File: config.mk
export PLATFORM = sky130hd
export DESIGN_NAME = phy_rx_sync_ctrl_flat
export DESIGN_NICKNAME = d
export VERILOG_FILES = /design/src/rtl/phy_rx_pkg.sv /design/src/rtl/phy_rx_sync_ctrl_if.sv /design/src/rtl/phy_rx_comma_det.sv /design/src/rtl/phy_rx_sync_ctrl.sv /design/src/flat_wrapper.sv
export SDC_FILE = /design/constraint.sdc
export NUM_CORES = 1
export LEC_CHECK = 0
export CORE_ASPECT_RATIO = 0.6
export CORE_MARGIN = 2
export CORE_UTILIZATION = 40
export DETAILED_ROUTE_END_ITERATION = 10
export HOLD_SLACK_MARGIN = 0.03
export SLEW_MARGIN = 5
export SYNTH_ARGS = -nofsm -noshare
export SYNTH_HDL_FRONTEND = slang
export SYNTH_SLANG_ARGS = --single-unit
File: constraint.sdc
create_clock -name clk_8f -period 2.63 [get_ports clk_8f]
set_clock_uncertainty 0.15 [all_clocks]
set_input_delay 0.526 -clock clk_8f [delete_from_list [all_inputs] [get_ports clk_8f]]
set_output_delay 0.526 -clock clk_8f [all_outputs]
set_load 0.01 [all_outputs]
File: src/rtl/phy_rx_pkg.sv
// Shared constants and FSM encoding for the serial RX alignment path.
package phy_rx_pkg;

  localparam logic [7:0] COMMA_DEFAULT = 8'hBC;

  typedef enum logic [1:0] {
    HUNT   = 2'd0,
    CHECK  = 2'd1,
    LOCKED = 2'd2
  } rx_state_e;

endpackage

File: src/rtl/phy_rx_sync_ctrl_if.sv
// Serial-in / aligned-byte-out bundle between a bit source and the sync controller.
interface phy_rx_sync_ctrl_if;

  logic       sync_en;
  logic       data_in;
  logic [7:0] byte_out;
  logic       byte_strobe;
  logic       valid_out;
  logic       locked;
  logic       lock_lost;
  logic [1:0] state;

  modport master (
    output sync_en, data_in,
    input  byte_out, byte_strobe, valid_out, locked, lock_lost, state
  );

  modport slave (
    input  sync_en, data_in,
    output byte_out, byte_strobe, valid_out, locked, lock_lost, state
  );

endinterface

File: src/rtl/phy_rx_comma_det.sv
// 8-bit MSB-first deserialiser with a comma comparator on the current window.
module phy_rx_comma_det
  import phy_rx_pkg::*;
#(
  parameter logic [7:0] COMMA = COMMA_DEFAULT
) (
  input  logic       clk_8f,
  input  logic       reset,
  input  logic       data_in,
  output logic [7:0] shift_q,
  output logic       comma_hit
);

  logic [7:0] shift_d;

  always_comb shift_d = {shift_q[6:0], data_in};

  // NOTE: state flops use non-blocking assignments so every flop samples pre-edge values.
  always_ff @(posedge clk_8f or negedge reset) begin
    if (!reset) shift_q <= '0;
    else        shift_q <= shift_d;
  end

  assign comma_hit = (shift_q == COMMA);

endmodule

File: src/rtl/phy_rx_sync_ctrl.sv
// Comma-based byte alignment: hunts for a comma, confirms it on aligned boundaries,
// then emits aligned bytes until too long a comma-free run or sync_en drops.
module phy_rx_sync_ctrl
  import phy_rx_pkg::*;
#(
  parameter logic [7:0] COMMA        = COMMA_DEFAULT,
  parameter int         LOCK_COUNT   = 4,
  parameter int         MAX_DATA_RUN = 64
) (
  input  logic           clk_8f,
  input  logic           reset,
  phy_rx_sync_ctrl_if.slave rx
);

  localparam int               RUN_W    = $clog2(MAX_DATA_RUN + 1);
  localparam logic [2:0]       LOCK_CNT = 3'(LOCK_COUNT);
  localparam logic [RUN_W-1:0] RUN_MAX  = RUN_W'(MAX_DATA_RUN);

  logic [7:0] shift_q;
  logic       comma_hit;

  phy_rx_comma_det #(.COMMA(COMMA)) u_comma_det (
    .clk_8f    (clk_8f),
    .reset     (reset),
    .data_in   (rx.data_in),
    .shift_q   (shift_q),
    .comma_hit (comma_hit)
  );

  rx_state_e        state_q, state_d;
  logic [2:0]       bit_cnt_q, bit_cnt_d;
  logic [2:0]       comma_cnt_q, comma_cnt_d;
  logic [RUN_W-1:0] run_cnt_q, run_cnt_d;
  logic [7:0]       byte_out_q, byte_out_d;
  logic             byte_strobe_q, byte_strobe_d;
  logic             valid_out_q, valid_out_d;
  logic             locked_q, locked_d;
  logic             lock_lost_q, lock_lost_d;

  logic             boundary;
  logic [2:0]       comma_next;
  logic [RUN_W-1:0] run_next;

  always_comb begin
    // NOTE: every combinational output gets a default first so no path infers a latch.
    state_d       = state_q;
    bit_cnt_d     = bit_cnt_q + 3'd1;
    comma_cnt_d   = comma_cnt_q;
    run_cnt_d     = run_cnt_q;
    byte_out_d    = byte_out_q;
    byte_strobe_d = 1'b0;
    valid_out_d   = 1'b0;
    lock_lost_d   = 1'b0;
    boundary      = (bit_cnt_q == 3'd7);
    comma_next    = comma_cnt_q + 3'd1;
    run_next      = (run_cnt_q == RUN_MAX) ? run_cnt_q : run_cnt_q + RUN_W'(1);

    if (!rx.sync_en) begin
      state_d     = HUNT;
      bit_cnt_d   = '0;
      comma_cnt_d = '0;
      run_cnt_d   = '0;
      lock_lost_d = (state_q == LOCKED);
    end else begin
      case (state_q)
        CHECK: begin
          if (boundary) begin
            if (comma_hit) begin
              comma_cnt_d = comma_next;
              if (comma_next >= LOCK_CNT) begin
                state_d   = LOCKED;
                run_cnt_d = '0;
              end
            end else begin
              state_d     = HUNT;
              bit_cnt_d   = '0;
              comma_cnt_d = '0;
            end
          end
        end
        LOCKED: begin
          if (boundary) begin
            byte_out_d    = shift_q;
            byte_strobe_d = 1'b1;
            valid_out_d   = !comma_hit;
            if (comma_hit) begin
              run_cnt_d = '0;
            end else begin
              run_cnt_d = run_next;
              if (run_next == RUN_MAX) begin
                state_d     = HUNT;
                lock_lost_d = 1'b1;
                bit_cnt_d   = '0;
                comma_cnt_d = '0;
                run_cnt_d   = '0;
              end
            end
          end
        end
        default: begin
          // HUNT, and the unused encoding 2'd3 which behaves identically.
          state_d     = HUNT;
          bit_cnt_d   = '0;
          comma_cnt_d = '0;
          run_cnt_d   = '0;
          if (comma_hit) begin
            state_d     = CHECK;
            comma_cnt_d = 3'd1;
          end
        end
      endcase
    end

    locked_d = (state_d == LOCKED);
  end

  always_ff @(posedge clk_8f or negedge reset) begin
    if (!reset) begin
      state_q       <= HUNT;
      bit_cnt_q     <= '0;
      comma_cnt_q   <= '0;
      run_cnt_q     <= '0;
      byte_out_q    <= '0;
      byte_strobe_q <= 1'b0;
      valid_out_q   <= 1'b0;
      locked_q      <= 1'b0;
      lock_lost_q   <= 1'b0;
    end else begin
      state_q       <= state_d;
      bit_cnt_q     <= bit_cnt_d;
      comma_cnt_q   <= comma_cnt_d;
      run_cnt_q     <= run_cnt_d;
      byte_out_q    <= byte_out_d;
      byte_strobe_q <= byte_strobe_d;
      valid_out_q   <= valid_out_d;
      locked_q      <= locked_d;
      lock_lost_q   <= lock_lost_d;
    end
  end

  assign rx.byte_out    = byte_out_q;
  assign rx.byte_strobe = byte_strobe_q;
  assign rx.valid_out   = valid_out_q;
  assign rx.locked      = locked_q;
  assign rx.lock_lost   = lock_lost_q;
  assign rx.state       = state_q;

endmodule

File: src/flat_wrapper.sv
// flat-port wrapper written by rule: the top's interface ports become plain ports
module phy_rx_sync_ctrl_flat import phy_rx_pkg::*;
#(
  parameter logic [7:0] COMMA        = COMMA_DEFAULT,
  parameter int         LOCK_COUNT   = 4,
  parameter int         MAX_DATA_RUN = 64
)
  (clk_8f, reset, rx_sync_en, rx_data_in, rx_byte_out, rx_byte_strobe, rx_valid_out, rx_locked, rx_lock_lost, rx_state);
  phy_rx_sync_ctrl_if rx_i ();
  input  logic clk_8f;
  input  logic reset;
  input wire logic [$bits(rx_i.sync_en)-1:0] rx_sync_en;
  input wire logic [$bits(rx_i.data_in)-1:0] rx_data_in;
  output wire logic [$bits(rx_i.byte_out)-1:0] rx_byte_out;
  output wire logic [$bits(rx_i.byte_strobe)-1:0] rx_byte_strobe;
  output wire logic [$bits(rx_i.valid_out)-1:0] rx_valid_out;
  output wire logic [$bits(rx_i.locked)-1:0] rx_locked;
  output wire logic [$bits(rx_i.lock_lost)-1:0] rx_lock_lost;
  output wire logic [$bits(rx_i.state)-1:0] rx_state;
  assign rx_i.sync_en = rx_sync_en;
  assign rx_i.data_in = rx_data_in;
  assign rx_byte_out = rx_i.byte_out;
  assign rx_byte_strobe = rx_i.byte_strobe;
  assign rx_valid_out = rx_i.valid_out;
  assign rx_locked = rx_i.locked;
  assign rx_lock_lost = rx_i.lock_lost;
  assign rx_state = rx_i.state;
  phy_rx_sync_ctrl #(.COMMA(COMMA), .LOCK_COUNT(LOCK_COUNT), .MAX_DATA_RUN(MAX_DATA_RUN)) u_core (.clk_8f(clk_8f), .reset(reset), .rx(rx_i));
endmodule
Word level (Yosys, flattened, before mapping)
Cells that the tools add are included.

Order comparisons: 1. Equal/unequal tests: 13. $add $sub $neg: 3. Multiplexer cells: 44. Reductions and logical operators: 4.

Operators by type and width (count): $mux 7 (8); $mux 3 (12); $eq 7x7->1 const B (2); $mux 2 (7); $pmux 7 s2 (1); $mux 1 (13); $ne 3x2->1 const B (4); $pmux 3 s2 (2); $eq 8x8->1 const B (1); $reduce_and 4->1 (2); $add 7x1->7 const B (1); $add 3x1->3 const B (2); $ne 3x3->1 const B (2); $eq 2x2->1 const B (2); $pmux 2 s2 (1); $eq 3x3->1 const B (1); $ge 3x3->1 const B (1); $reduce_and 3->1 (1); $eq 2x1->1 const B (1); $logic_not 1->1 (1).

Input port bits: 4. Register bits: 35. Output and inout port bits: 14.

Logic depth before layout (Yosys ltp)
Depth in word-level cells: 9. Mapped depth: 8. Gate-level depth less buffers: 8.

Cells and area by module
A second synthesis with hierarchy kept.

Cell total of the unflattened synthesis: 149. Area total of the unflattened synthesis: 1691.6 um2.

By module, submodules not included: phy_rx_sync_ctrl (area an instance 1466.4 um2, seq. area each 675.6 um2, cells an instance 138, instances 1); phy_rx_comma_det (area an instance 225.2 um2, seq. area each 200.2 um2, cells an instance 11, instances 1).

Least setup slack after synthesis
No wires, ideal clock.

Kind: register to register. From: register u_core.run_cnt_q[0]. To: register u_core.locked_q, in the netlist u_core.rx.locked. Data required time: 2.400 ns. Clock period less this slack: 2.224 ns. Library setup time: 0.080 ns. Arrival time: 1.994 ns. Buffers on the path: 0. Slack: 0.406 ns. Stages on the path, launching flop included: 8. Cells stage by stage: dfrtp_1 ha_1 xnor2_1 a41o_1 o2111ai_2 a21oi_2 or4b_4 nor3_2.

Longest elaborated chain between the ends: 9. Elaborated cells between the ends (all ways): 10. Those cells by class: 1 x add/sub; 3 x eq/ne; 6 x mux.

Ends and longest elaborated chain: from (decl) (RTL line phy_rx_sync_ctrl.sv:33) `logic [RUN_W-1:0] run_cnt_q, run_cnt_d;`; from (signal assigned) (RTL line phy_rx_sync_ctrl.sv:132) `run_cnt_q <= run_cnt_d;`; $add 7x1->7 or $eq 7x7->1 (tied branches) (RTL line phy_rx_sync_ctrl.sv:56) `run_next = (run_cnt_q == RUN_MAX) ? run_cnt_q : run_cnt_q + RUN_W'(1);`; $mux 7 * (RTL line phy_rx_sync_ctrl.sv:56); $eq 7x7->1 * (RTL line phy_rx_sync_ctrl.sv:90) `if (run_next == RUN_MAX) begin`; $mux 2 * (RTL line phy_rx_sync_ctrl.sv:90); $mux 2 * (RTL line phy_rx_sync_ctrl.sv:86) `if (comma_hit) begin`; $mux 2 * (RTL line phy_rx_sync_ctrl.sv:82) `if (boundary) begin`; $pmux 2 s2 * (RTL line phy_rx_sync_ctrl.sv:65) `case (state_q)`; $mux 2 * (RTL line phy_rx_sync_ctrl.sv:58) `if (!rx.sync_en) begin`; $eq 2x2->1 * (RTL line phy_rx_sync_ctrl.sv:114) `locked_d = (state_d == LOCKED);`; net u_core.locked_d (RTL line phy_rx_sync_ctrl.sv:37) `logic locked_q, locked_d;`; to (signal assigned) (RTL line phy_rx_sync_ctrl.sv:136) `locked_q <= locked_d;`; to (decl) (RTL line phy_rx_sync_ctrl.sv:37).

Mark *: on every way through the listed nets, which the timed path passes. The rest lies on a longest branch. A chain may end at the register's enable or synchronous reset.

Final worst setup path
From: register u_core.run_cnt_q[0]. To: register u_core.state_q[1], in the netlist u_core.rx.state[1].

Longest elaborated chain between the ends: 8. Elaborated cells between the ends (all ways): 9. Those cells by class: 1 x add/sub; 2 x eq/ne; 6 x mux.

Ends and longest elaborated chain: $add 7x1->7 or $eq 7x7->1 (tied branches) (RTL line phy_rx_sync_ctrl.sv:56); $mux 7 * (RTL line phy_rx_sync_ctrl.sv:56); $eq 7x7->1 * (RTL line phy_rx_sync_ctrl.sv:90); $mux 2 * (RTL line phy_rx_sync_ctrl.sv:90); $mux 2 * (RTL line phy_rx_sync_ctrl.sv:86); $mux 2 * (RTL line phy_rx_sync_ctrl.sv:82); $pmux 2 s2 * (RTL line phy_rx_sync_ctrl.sv:65); $mux 2 * (RTL line phy_rx_sync_ctrl.sv:58); net u_core.state_d[1] (RTL line phy_rx_sync_ctrl.sv:30) `rx_state_e state_q, state_d;`; to (signal assigned) (RTL line phy_rx_sync_ctrl.sv:129) `state_q <= state_d;`; to (decl) (RTL line phy_rx_sync_ctrl.sv:30).

Marked as above.

==> flow_summary.toml <==
[yosys]
synth-edff-count = 0
synth_largest_area_cell = "dfrtp_1"
synthArstFlopShare = 1.00
yosysTopAreaCellShare = 0.524
syn_avg_cell_area_um2 = 10.8
netlist_area_um2 = 1670
ys_warn_count = 0
synth_cell_type_count = 43
syn-instance-count = 155
seq_area_frac_synth = 0.524
synth_area_leaders = "dfrtp_1, mux2_2, ha_1, o21ai_1, nand2_1"
synth_ff_type = "dfrtp_1"
ys_ff_latch = 35
syn_nets = 166

[route]
avgRoutedWirePerCell_um = 14.8
drcViolationCount = 0
num_vias = 1222
antenna_left = 0
dr.pass1.iters = 4
routed_wl_um = 3400
viasPerCell = 5.34
drt_iter0_drc = 80

[finish]
area_growth_pct = 20.6
mostFrequentLayoutCell = "dfrtp_1"
drive_above_1_share = 0.162
antenna_cells = 0
fillCellCount = 370
fin_cells = 229
num-nets-final = 190
layout_common_cells = "dfrtp_1, clkdlybuf4s50_1, nand2_1"

[die]
ios = 18
num_rows = 18
start_util = 0.412
dieHeight_um = 54.1
core_um2 = 4050
die_x_um = 87.5
dieArea_um2 = 4730

[critical_path]
rr_startpoint = "u_core.run_cnt_q[0]"
crit_type = "flip-flop to flip-flop"
reg2reg_slack_ps = 190
cp-endpoint = "u_core.rx.state[1]"
r2r_end = "u_core.rx.state[1]"
critical_path_buf_inv_count = 1
critPathSlowestCell = "dfrtp_1"
worstSetupStartpointType = "flip-flop"
crit_cells = 8
crit_path_max_incr_delay_ps = 400
crit_path_start = "u_core.run_cnt_q[0]"
critPathTopFamily = "compound AO/OA/AOI/OAI gates"
worstPathCellList = "inv_1 -> ha_1 -> and4bb_4 -> a2111oi_2 -> o2111ai_2 -> a21oi_2 -> or4b_4 -> nor2_1"
required_ps = 2640
arrival_ps = 2450
cp_max_fo = 6
reg2reg_depth = 8
end_kind = "flip-flop"

[sta]
finalHoldViolations = 0
setup-tns-final_ps = 0
tightest_slew_ps = 553
finalMaxSlewViolations = 0
max_freq_ghz = 0.410
slew_headroom = 0.631
rsz0062_at_grt = "false"
fin_crit_ps = 2440
layout_worst_path_cycle_share = 0.927
finalSetupViolCount = 0

[global_route]
grt_remaining_overflow = 0
grt_pass1_wl_um = 5570
antenna_found_initial = 0
grt_usage = 0.161
grt_pass1_vias = 1153
grt_max_degree = 36

[power]
powerDensity_nw_per_um2 = 512
vdd_ir_drop_max_v = 0.000222
p_leak_nw = 0.899

[placed_design]
dp_hpwl_um = 2480
dp.cells = 222
io_buffer_count = 17
gp_congestion = 0.837

[cts]
clk_pin_slew_ps = 70
tritoncts = "built"
cts_root_buf = "clkbuf_8"
cts-hold-fix-buffers = 0
htree_levels = 2
cts_buffers = 5
clock-sinks = 35
clock_latency_ps = 280
postCtsSetupRepairBufs = 0
clk_path_buf_depth = 2
ctsResizeCount = 0

[hold_path]
min_from = "u_core.u_comma_det.shift_q[6]"
min_path_type = "flip-flop to flip-flop"

[outcome]
status = "completed"

[job]
max_cap_violations = 0
## cell type report
type,count,area (µm²),area share
sequential,35,876,0.435
clock inverter,1,30.0,0.0149
multi-input combinational,105,729,0.362
clock buffer,6,72.6,0.0360
inverter,10,37.5,0.0186
timing repair buffer,22,208,0.103
tap,50,62.6,0.0310
## metal layers
| layer | wire length (µm) | GRT usage |
|---|---|---|
| met1 | 1660 | 0.219 |
| met2 | 1530 | 0.250 |
| met3 | 174 | 0.0460 |
| met4 | 29 | 0.0538 |
| met5 | 0 | 0 |
## through the flow
step / power, mW / util / area (µm²) / hold WS [ps] / setup WS [ps]
3_3_place_gp: 0.582 / 0.472 / 1910 / 229 / 321
6_report: 1.03 / 0.497 / 2020 / 239 / 193
2_1_floorplan: 0.563 / - / 1670 / 80.4 / 406
5_1_grt: 1.07 / 0.497 / 2020 / 264 / 77.5
3_5_place_dp: 0.584 / 0.472 / 1910 / 236 / 243
4_1_cts: 1.04 / 0.497 / 2020 / 243 / 229
## Yosys cell counts, types with 2 or more instances
| master | number |
|---|---|
| nand2_1 | 12 |
| a21oi_1 | 4 |
| mux2_2 | 8 |
| nor2_2 | 3 |
| o31ai_1 | 3 |
| nor3_1 | 4 |
| or3_1 | 2 |
| nor2_1 | 9 |
| o21ai_0 | 3 |
| clkbuf_1 | 2 |
| or4_1 | 2 |
| clkbuf_2 | 2 |
| dfrtp_1 | 35 |
| nand2b_1 | 2 |
| o21ai_1 | 11 |
| inv_1 | 10 |
| nand3_1 | 6 |
| ha_1 | 7 |
| a21o_1 | 2 |
| nor2b_1 | 4 |
| and2_1 | 2 |
## worst min-delay path by stage
| stage | end | depth (start not counted) |
|---|---|---|
| 3_3_place_gp | u_core.u_comma_det.shift_q[3] | 0 |
| 2_1_floorplan | u_core.bit_cnt_q[0] | 0 |
| 3_5_place_dp | u_core.u_comma_det.shift_q[7] | 0 |
| 4_1_cts | u_core.u_comma_det.shift_q[7] | 0 |
| 6_report | u_core.u_comma_det.shift_q[7] | 0 |
| 5_1_grt | u_core.u_comma_det.shift_q[7] | 0 |
## sequential cells by signal (all words and copies together), names as in the netlist, 2 cells and up
register                    flops
u_core.bit_cnt_q                3
u_core.comma_cnt_q              3
u_core.run_cnt_q                7
u_core.rx.byte_out              8
u_core.rx.state                 2
u_core.u_comma_det.shift_q      8
## power by group
group | leakage (nW) | internal, mW | switching, mW
sequential | 0.471 | 0.545 | 0.00533
combinational | 0.377 | 0.00785 | 0.0150
clock | 0.0513 | 0.278 | 0.181
## logic make-up after synthesis
logic type / Yosys count / share of synthesized area
multiplexers: 8 / 0.0539
adder cells (fa/ha/maj): 7 / 0.0524
flip-flops: 35 / 0.524
AO/OA/AOI/OAI: 34 / 0.138
buffers and inverters: 15 / 0.0397
AND/OR/NAND/NOR: 54 / 0.181
XOR/XNOR: 2 / 0.0105
Power figures use the tool's default switching activity.
